### config.mk
export PLATFORM = sky130hd
export DESIGN_NAME = hilo_muldiv
export DESIGN_NICKNAME = d
export VERILOG_FILES = /design/src/rtl/hilo_muldiv_pkg.sv /design/src/rtl/hilo_muldiv_div_iter.sv /design/src/rtl/hilo_muldiv.sv
export SDC_FILE = /design/constraint.sdc
export NUM_CORES = 2
export LEC_CHECK = 0
export ABC_AREA = 1
export CELL_PAD_IN_SITES_DETAIL_PLACEMENT = 1
export CELL_PAD_IN_SITES_GLOBAL_PLACEMENT = 1
export CORE_MARGIN = 3
export CORE_UTILIZATION = 35
export DETAILED_ROUTE_END_ITERATION = 8
export PLACE_DENSITY_LB_ADDON = 0.1
export RECOVER_POWER = 100
export SYNTH_ARGS = -nofsm -noshare
export SYNTH_HDL_FRONTEND = slang
export SYNTH_SLANG_ARGS = --single-unit
### constraint.sdc
create_clock -name clk -period 14.3 [get_ports clk]
set_clock_uncertainty 0.2 [all_clocks]
set_input_delay 2.145 -clock clk [delete_from_list [all_inputs] [get_ports clk]]
set_output_delay 2.145 -clock clk [all_outputs]
set_load 0.005 [all_outputs]
### src/rtl/hilo_muldiv_pkg.sv
// Shared encodings and op-class helpers for the HI/LO multiply/divide unit.
package muldiv_pkg;

  typedef enum logic [2:0] {
    OP_MULT  = 3'd0,
    OP_MULTU = 3'd1,
    OP_MADD  = 3'd2,
    OP_MADDU = 3'd3,
    OP_MSUB  = 3'd4,
    OP_MSUBU = 3'd5,
    OP_DIV   = 3'd6,
    OP_DIVU  = 3'd7
  } muldiv_op_t;

  typedef enum logic [2:0] {
    ST_IDLE = 3'd0,
    ST_MUL  = 3'd1,
    ST_ACC  = 3'd2,
    ST_DIV  = 3'd3,
    ST_DONE = 3'd4
  } muldiv_state_t;

  // Even encodings are the signed variants.
  function automatic logic is_signed(input muldiv_op_t o);
    return (o == OP_MULT) || (o == OP_MADD) || (o == OP_MSUB) || (o == OP_DIV);
  endfunction

  function automatic logic is_acc(input muldiv_op_t o);
    return (o == OP_MADD) || (o == OP_MADDU) || (o == OP_MSUB) || (o == OP_MSUBU);
  endfunction

  function automatic logic is_sub(input muldiv_op_t o);
    return (o == OP_MSUB) || (o == OP_MSUBU);
  endfunction

  function automatic logic is_div(input muldiv_op_t o);
    return (o == OP_DIV) || (o == OP_DIVU);
  endfunction

endpackage

### src/rtl/hilo_muldiv_div_iter.sv
// Unsigned radix-2 restoring divider datapath, one quotient bit per enabled step.
// The parent owns sequencing and sign handling.
module muldiv_div_iter
  import muldiv_pkg::*;
#(
  parameter int DATA_W = 32
) (
  input  logic              clk,
  input  logic              rst_n,
  input  logic              i_load,
  input  logic              i_step,
  input  logic [DATA_W-1:0] i_dividend,
  input  logic [DATA_W-1:0] i_divisor,
  output logic [DATA_W-1:0] o_quo,
  output logic [DATA_W-1:0] o_rem
);

  logic [DATA_W-1:0] r_quo;
  logic [DATA_W-1:0] r_rem;
  logic [DATA_W-1:0] r_dvs;
  logic [DATA_W:0]   w_rem_sh;
  logic [DATA_W:0]   w_diff;
  logic              w_fit;

  // The dividend shifts out of the quotient register into the partial remainder
  // while quotient bits shift in from the bottom.
  assign w_rem_sh = {r_rem, r_quo[DATA_W-1]};
  assign w_diff   = w_rem_sh - {1'b0, r_dvs};
  assign w_fit    = ~w_diff[DATA_W];

  // Load operands on accept, then one subtract-compare step per enable.
  always_ff @(posedge clk) begin
    if (!rst_n) begin
      r_quo <= '0;
      r_rem <= '0;
      r_dvs <= '0;
    end else if (i_load) begin
      r_quo <= i_dividend;
      r_rem <= '0;
      r_dvs <= i_divisor;
    end else if (i_step) begin
      if (w_fit) begin
        r_rem <= w_diff[DATA_W-1:0];
        r_quo <= {r_quo[DATA_W-2:0], 1'b1};
      end else begin
        r_rem <= w_rem_sh[DATA_W-1:0];
        r_quo <= {r_quo[DATA_W-2:0], 1'b0};
      end
    end
  end

  assign o_quo = r_quo;
  assign o_rem = r_rem;

endmodule

### src/rtl/hilo_muldiv.sv
// Multi-cycle MULT/MADD/MSUB/DIV unit producing a {HI,LO} result through a
// start/busy/done handshake.
//
// state | meaning
// IDLE  | waiting for start; outputs hold last committed result
// MUL   | product moving through MUL_STAGES retiming registers
// ACC   | add/subtract product to forwarded hilo_in
// DIV   | one restoring-divide step per cycle, DATA_W cycles
// DONE  | result presented with done, committed at end of cycle
module hilo_muldiv
  import muldiv_pkg::*;
#(
  parameter int DATA_W     = 32,
  parameter int MUL_STAGES = 2
) (
  input  logic                clk,
  input  logic                rst_n,
  input  logic                start,
  input  logic [2:0]          op,
  input  logic [DATA_W-1:0]   op_a,
  input  logic [DATA_W-1:0]   op_b,
  input  logic [2*DATA_W-1:0] hilo_in,
  input  logic                cancel,
  output logic                busy,
  output logic                done,
  output logic [DATA_W-1:0]   hi_out,
  output logic [DATA_W-1:0]   lo_out,
  output logic                div_by_zero
);

  localparam int PW    = 2 * DATA_W;
  localparam int CNT_W = $clog2((DATA_W > MUL_STAGES) ? DATA_W : MUL_STAGES) + 1;

  muldiv_state_t     r_state;
  muldiv_op_t        r_op;
  logic [DATA_W-1:0] r_a;
  logic [DATA_W-1:0] r_b;
  logic [CNT_W-1:0]  r_cnt;
  logic              r_dbz;
  logic [PW-1:0]     r_pipe [MUL_STAGES];
  logic [PW-1:0]     r_acc;
  logic [DATA_W-1:0] r_hi;
  logic [DATA_W-1:0] r_lo;

  muldiv_op_t        w_op_in;
  logic              w_accept;
  logic              w_in_a_neg;
  logic              w_in_b_neg;
  logic [DATA_W-1:0] w_in_a_mag;
  logic [DATA_W-1:0] w_in_b_mag;
  logic              w_in_dbz;
  logic              w_a_neg;
  logic              w_b_neg;
  logic [DATA_W-1:0] w_a_mag;
  logic [DATA_W-1:0] w_b_mag;
  logic [PW-1:0]     w_prod_mag;
  logic [PW-1:0]     w_prod;
  logic [PW-1:0]     w_mul_p;
  logic [DATA_W-1:0] w_div_quo;
  logic [DATA_W-1:0] w_div_rem;
  logic [DATA_W-1:0] w_div_lo;
  logic [DATA_W-1:0] w_div_hi;
  logic [PW-1:0]     w_result;
  logic              w_commit;
  logic              w_div_load;
  logic              w_div_step;

  assign w_op_in    = muldiv_op_t'(op);
  assign w_accept   = (r_state == ST_IDLE) && start && !cancel;
  assign w_in_dbz   = is_div(w_op_in) && (op_b == '0);

  // Divider magnitudes come straight from the ports so stepping starts in cycle 1.
  assign w_in_a_neg = is_signed(w_op_in) && op_a[DATA_W-1];
  assign w_in_b_neg = is_signed(w_op_in) && op_b[DATA_W-1];
  assign w_in_a_mag = w_in_a_neg ? (~op_a + 1'b1) : op_a;
  assign w_in_b_mag = w_in_b_neg ? (~op_b + 1'b1) : op_b;

  // Everything after accept works from the latched operands only.
  assign w_a_neg    = is_signed(r_op) && r_a[DATA_W-1];
  assign w_b_neg    = is_signed(r_op) && r_b[DATA_W-1];
  assign w_a_mag    = w_a_neg ? (~r_a + 1'b1) : r_a;
  assign w_b_mag    = w_b_neg ? (~r_b + 1'b1) : r_b;
  assign w_prod_mag = {{DATA_W{1'b0}}, w_a_mag} * {{DATA_W{1'b0}}, w_b_mag};
  assign w_prod     = (w_a_neg ^ w_b_neg) ? (~w_prod_mag + 1'b1) : w_prod_mag;
  assign w_mul_p    = r_pipe[MUL_STAGES-1];

  assign w_div_load = w_accept && is_div(w_op_in) && !w_in_dbz;
  assign w_div_step = (r_state == ST_DIV);

  muldiv_div_iter #(
    .DATA_W (DATA_W)
  ) u_div (
    .clk        (clk),
    .rst_n      (rst_n),
    .i_load     (w_div_load),
    .i_step     (w_div_step),
    .i_dividend (w_in_a_mag),
    .i_divisor  (w_in_b_mag),
    .o_quo      (w_div_quo),
    .o_rem      (w_div_rem)
  );

  // Quotient takes the XOR of operand signs, remainder follows the dividend.
  assign w_div_lo = (w_a_neg ^ w_b_neg) ? (~w_div_quo + 1'b1) : w_div_quo;
  assign w_div_hi = w_a_neg ? (~w_div_rem + 1'b1) : w_div_rem;

  // Select the finished result for the DONE cycle according to the latched op.
  always_comb begin
    w_result = w_mul_p;
    if (r_dbz) begin
      w_result = {r_a, {DATA_W{1'b1}}};
    end else if (is_div(r_op)) begin
      w_result = {w_div_hi, w_div_lo};
    end else if (is_acc(r_op)) begin
      w_result = r_acc;
    end
  end

  // A cancel arriving in DONE must suppress the pulse and keep HI/LO, so the
  // presented result is gated by cancel and only committed if not flushed.
  assign w_commit    = (r_state == ST_DONE) && !cancel;
  assign done        = w_commit;
  assign busy        = (r_state != ST_IDLE);
  assign div_by_zero = w_commit && r_dbz;
  assign hi_out      = w_commit ? w_result[PW-1:DATA_W] : r_hi;
  assign lo_out      = w_commit ? w_result[DATA_W-1:0]  : r_lo;

  // Sequencing FSM: accept, multiply pipeline, accumulate, divide, commit.
  always_ff @(posedge clk) begin
    if (!rst_n) begin
      r_state <= ST_IDLE;
      r_op    <= OP_MULT;
      r_a     <= '0;
      r_b     <= '0;
      r_cnt   <= '0;
      r_dbz   <= 1'b0;
      r_acc   <= '0;
      r_hi    <= '0;
      r_lo    <= '0;
      for (int i = 0; i < MUL_STAGES; i++) begin
        r_pipe[i] <= '0;
      end
    end else if (cancel && (r_state != ST_IDLE)) begin
      r_state <= ST_IDLE;
      r_cnt   <= '0;
    end else begin
      case (r_state)
        ST_IDLE: begin
          if (w_accept) begin
            r_op  <= w_op_in;
            r_a   <= op_a;
            r_b   <= op_b;
            r_dbz <= w_in_dbz;
            if (w_in_dbz) begin
              r_state <= ST_DONE;
            end else if (is_div(w_op_in)) begin
              r_cnt   <= CNT_W'(DATA_W - 1);
              r_state <= ST_DIV;
            end else begin
              r_cnt   <= CNT_W'(MUL_STAGES - 1);
              r_state <= ST_MUL;
            end
          end
        end
        ST_MUL: begin
          r_pipe[0] <= w_prod;
          for (int i = 1; i < MUL_STAGES; i++) begin
            r_pipe[i] <= r_pipe[i-1];
          end
          if (r_cnt == '0) begin
            r_state <= is_acc(r_op) ? ST_ACC : ST_DONE;
          end else begin
            r_cnt <= r_cnt - CNT_W'(1);
          end
        end
        ST_ACC: begin
          r_acc   <= is_sub(r_op) ? (hilo_in - w_mul_p) : (hilo_in + w_mul_p);
          r_state <= ST_DONE;
        end
        ST_DIV: begin
          if (r_cnt == '0) begin
            r_state <= ST_DONE;
          end else begin
            r_cnt <= r_cnt - CNT_W'(1);
          end
        end
        ST_DONE: begin
          r_hi    <= w_result[PW-1:DATA_W];
          r_lo    <= w_result[DATA_W-1:0];
          r_state <= ST_IDLE;
        end
        default: begin
          r_state <= ST_IDLE;
        end
      endcase
    end
  end

endmodule

==> results.cfg <==
[yosys]
syn_area_per_cell_sq_um = 7.04
synth_top_flop_cell = dfxtp_1
synth_cells = 9491
synth_edf_count = 128
async_flop_share = 0
synth_seq_area_share = 0.148
yosysUniqueCellTypes = 69
syn_nets = 10900
syn_area_sq_mm = 0.0668
yosys_warnings = 0
synth-seq-cells = 429

[timing]
tightestPinTransition_ps = 3900
hold_slack_ps = 272
tns_ps = 0
rsz0062_at_grt = no
slew_headroom = -1.60
setup_viol = 0
min_period_ps = 12820
fin_crit_sh = 0.897
final_max_slew_viol_count = 638
fmax_mhz = 78.0
final_hold_viol_count = 0

[critical_path]
slowest_delay_ps = 910
critPathLaunchType = flop
worst_setup_path_end_kind = flop
path_buf_inv = 12
worstSetupPathType = reg2reg
worstPathRequired_ps = 14530
worst-path-max-fanout = 27
cp.arrival_ps = 13050
cpMaxStageDelayCell = clkinv_1
critical_path.startpoint = r_a[0]$_SDFFE_PN0P_
crit_top_cell = inv_1
r2r_start = r_a[0]$_SDFFE_PN0P_
path_delay_family = adder cells

[placement]
portBuffers = 201
gp_congestion = 0.955
dp_hpwl_mm = 249

[grt]
antenna_found_initial = 5
grt_pass1_vias = 68800
grt_overflow = 0
grt_max_degree = 79
track_usage = 0.309
grt_pass1_wl_mm = 454

[detailed_routing]
drc = 0
wl_per_cell_um = 25.2
vias = 63700
routed-wl-met2_mm = 144
drt-met1-wl_mm = 129
highest_layer = met4
drt_iter0_markers = 4109
drt-vias-per-instance = 5.28
met3_length_mm = 15.1
antenna_left = 0
routed_wl_mm = 304
firstDrtPassIters = 7

[clocking]
cts_buffers = 57
clkSinkCount = 429
cts_tree = done
clk_path_buf_depth = 3
cts_hold_buffers = 0
root_buffer = clkbuf_16
post-cts-setup-buffer-count = 0
cts_resized = 0
clk-insertion-delay-late_ps = 690
path_clk_slew_ps = 70
htree_levels = 2

[flow_run]
maxCapViolations = 16

[floorplanning]
row_count = 159
io_pins = 202
initial_utilization = 0.354
core-area_sq_mm = 0.189
die_w_um = 443
dieArea_sq_mm = 0.196
die_h_um = 443

[outcome]
violations = max-capacitance violations, max-slew violations
outcome = finished with violations

[layout]
final_common_cell = nand2_1
mostFrequentLayoutCells = 2045 x nand2_1, 1982 x inv_1, 1300 x nor2_1
syn_to_final_growth_pct = 9.69
utilization = 0.388
nets = 10900
drive_gt1_frac = 0.0380

[hold_path]
min-delay-start = r_hi[25]$_SDFFE_PN0P_
hold_path.class = reg2reg
-- state kept, by name (all words and copies together) (netlist names) --
register and cells:
r_pipe 128, r_acc 64, r_a 32, r_b 32, r_hi 32, r_lo 32
u_div.o_quo 32, u_div.o_rem 32, u_div.r_dvs 32, r_cnt 6, r_op 3, r_state 3
r_dbz 1
-- tightest hold or removal path, stage by stage, from the launching register on --
cell and delay (ps):
dfxtp_1 290, nand2_1 70, a21oi_1 60
-- cell usage after synthesis, types with 31 or more instances --
cell      count  area (sq um)
a21oi_1     479          2400
a22oi_1      31           233
a31oi_1      59           369
buf_2        44           220
clkbuf_1    252           946
dfxtp_1     301          6030
edfxtp_1    128          3840
fa_1        898         18000
ha_1        368          4600
inv_1      1980          7430
nand2_1    2042          7660
nand2_2      38           238
nand3_1     318          1590
nand4_1      68           425
nor2_1     1293          4850
nor2_2       43           269
nor3_1       82           410
nor4_1       31           194
o211ai_1     72           541
o21ai_0     356          1780
o22ai_1      50           313
xnor2_1      63           552
xor2_1      144          1260
-- logic make-up after synthesis --
kind of cell	count (synthesis)	share of synthesized area
adders and majority gates	1266	0.338
xor gates and xnor gates	214	0.0288
and+or+nand+nor	4032	0.249
buffers and inverters	2356	0.135
AOI/OAI and AO/OA	1194	0.102
DFF	429	0.148
-- worst paths after layout --
path                                      end  slack, ps  cells after the start
hold / removal          r_hi[25]$_SDFFE_PN0P_        270                      2
hold reg to reg         r_hi[25]$_SDFFE_PN0P_        270                      2
setup reg to reg  r_pipe[0][53]$_SDFFCE_PN0P_       1480                     43
setup / recovery  r_pipe[0][53]$_SDFFCE_PN0P_       1480                     43
-- layout make-up --
type                    count  area, sq um
clock buffers              73         1530
multi-input cells        6706        48000
clock inverters            34          457
inverters                2029         7620
flip-flops and latches    429         9870
diodes                      2         5.00
fillers                 23800       116000
well taps                2495         3120
repair buffers            305         2730
-- per-layer routing --
metal,vias to the layer above,global-route usage
met2,1626,0.528
li1,29100,-
met1,32600,0.396
met3,492,0.0349
met5,-,0
met4,0,0.132
-- stage by stage --
step,cell area [sq um],setup WS [ps],instances
global route,73300,839,12100
finish,73300,1480,12100
floorplan,66800,2210,9491
CTS,73500,1850,12100
global placement,71500,1950,12000
detailed placement,71500,1920,12000
Power is not shown: default switching activity piles up to over one toggle a cycle in this logic, so the estimate is an artifact.
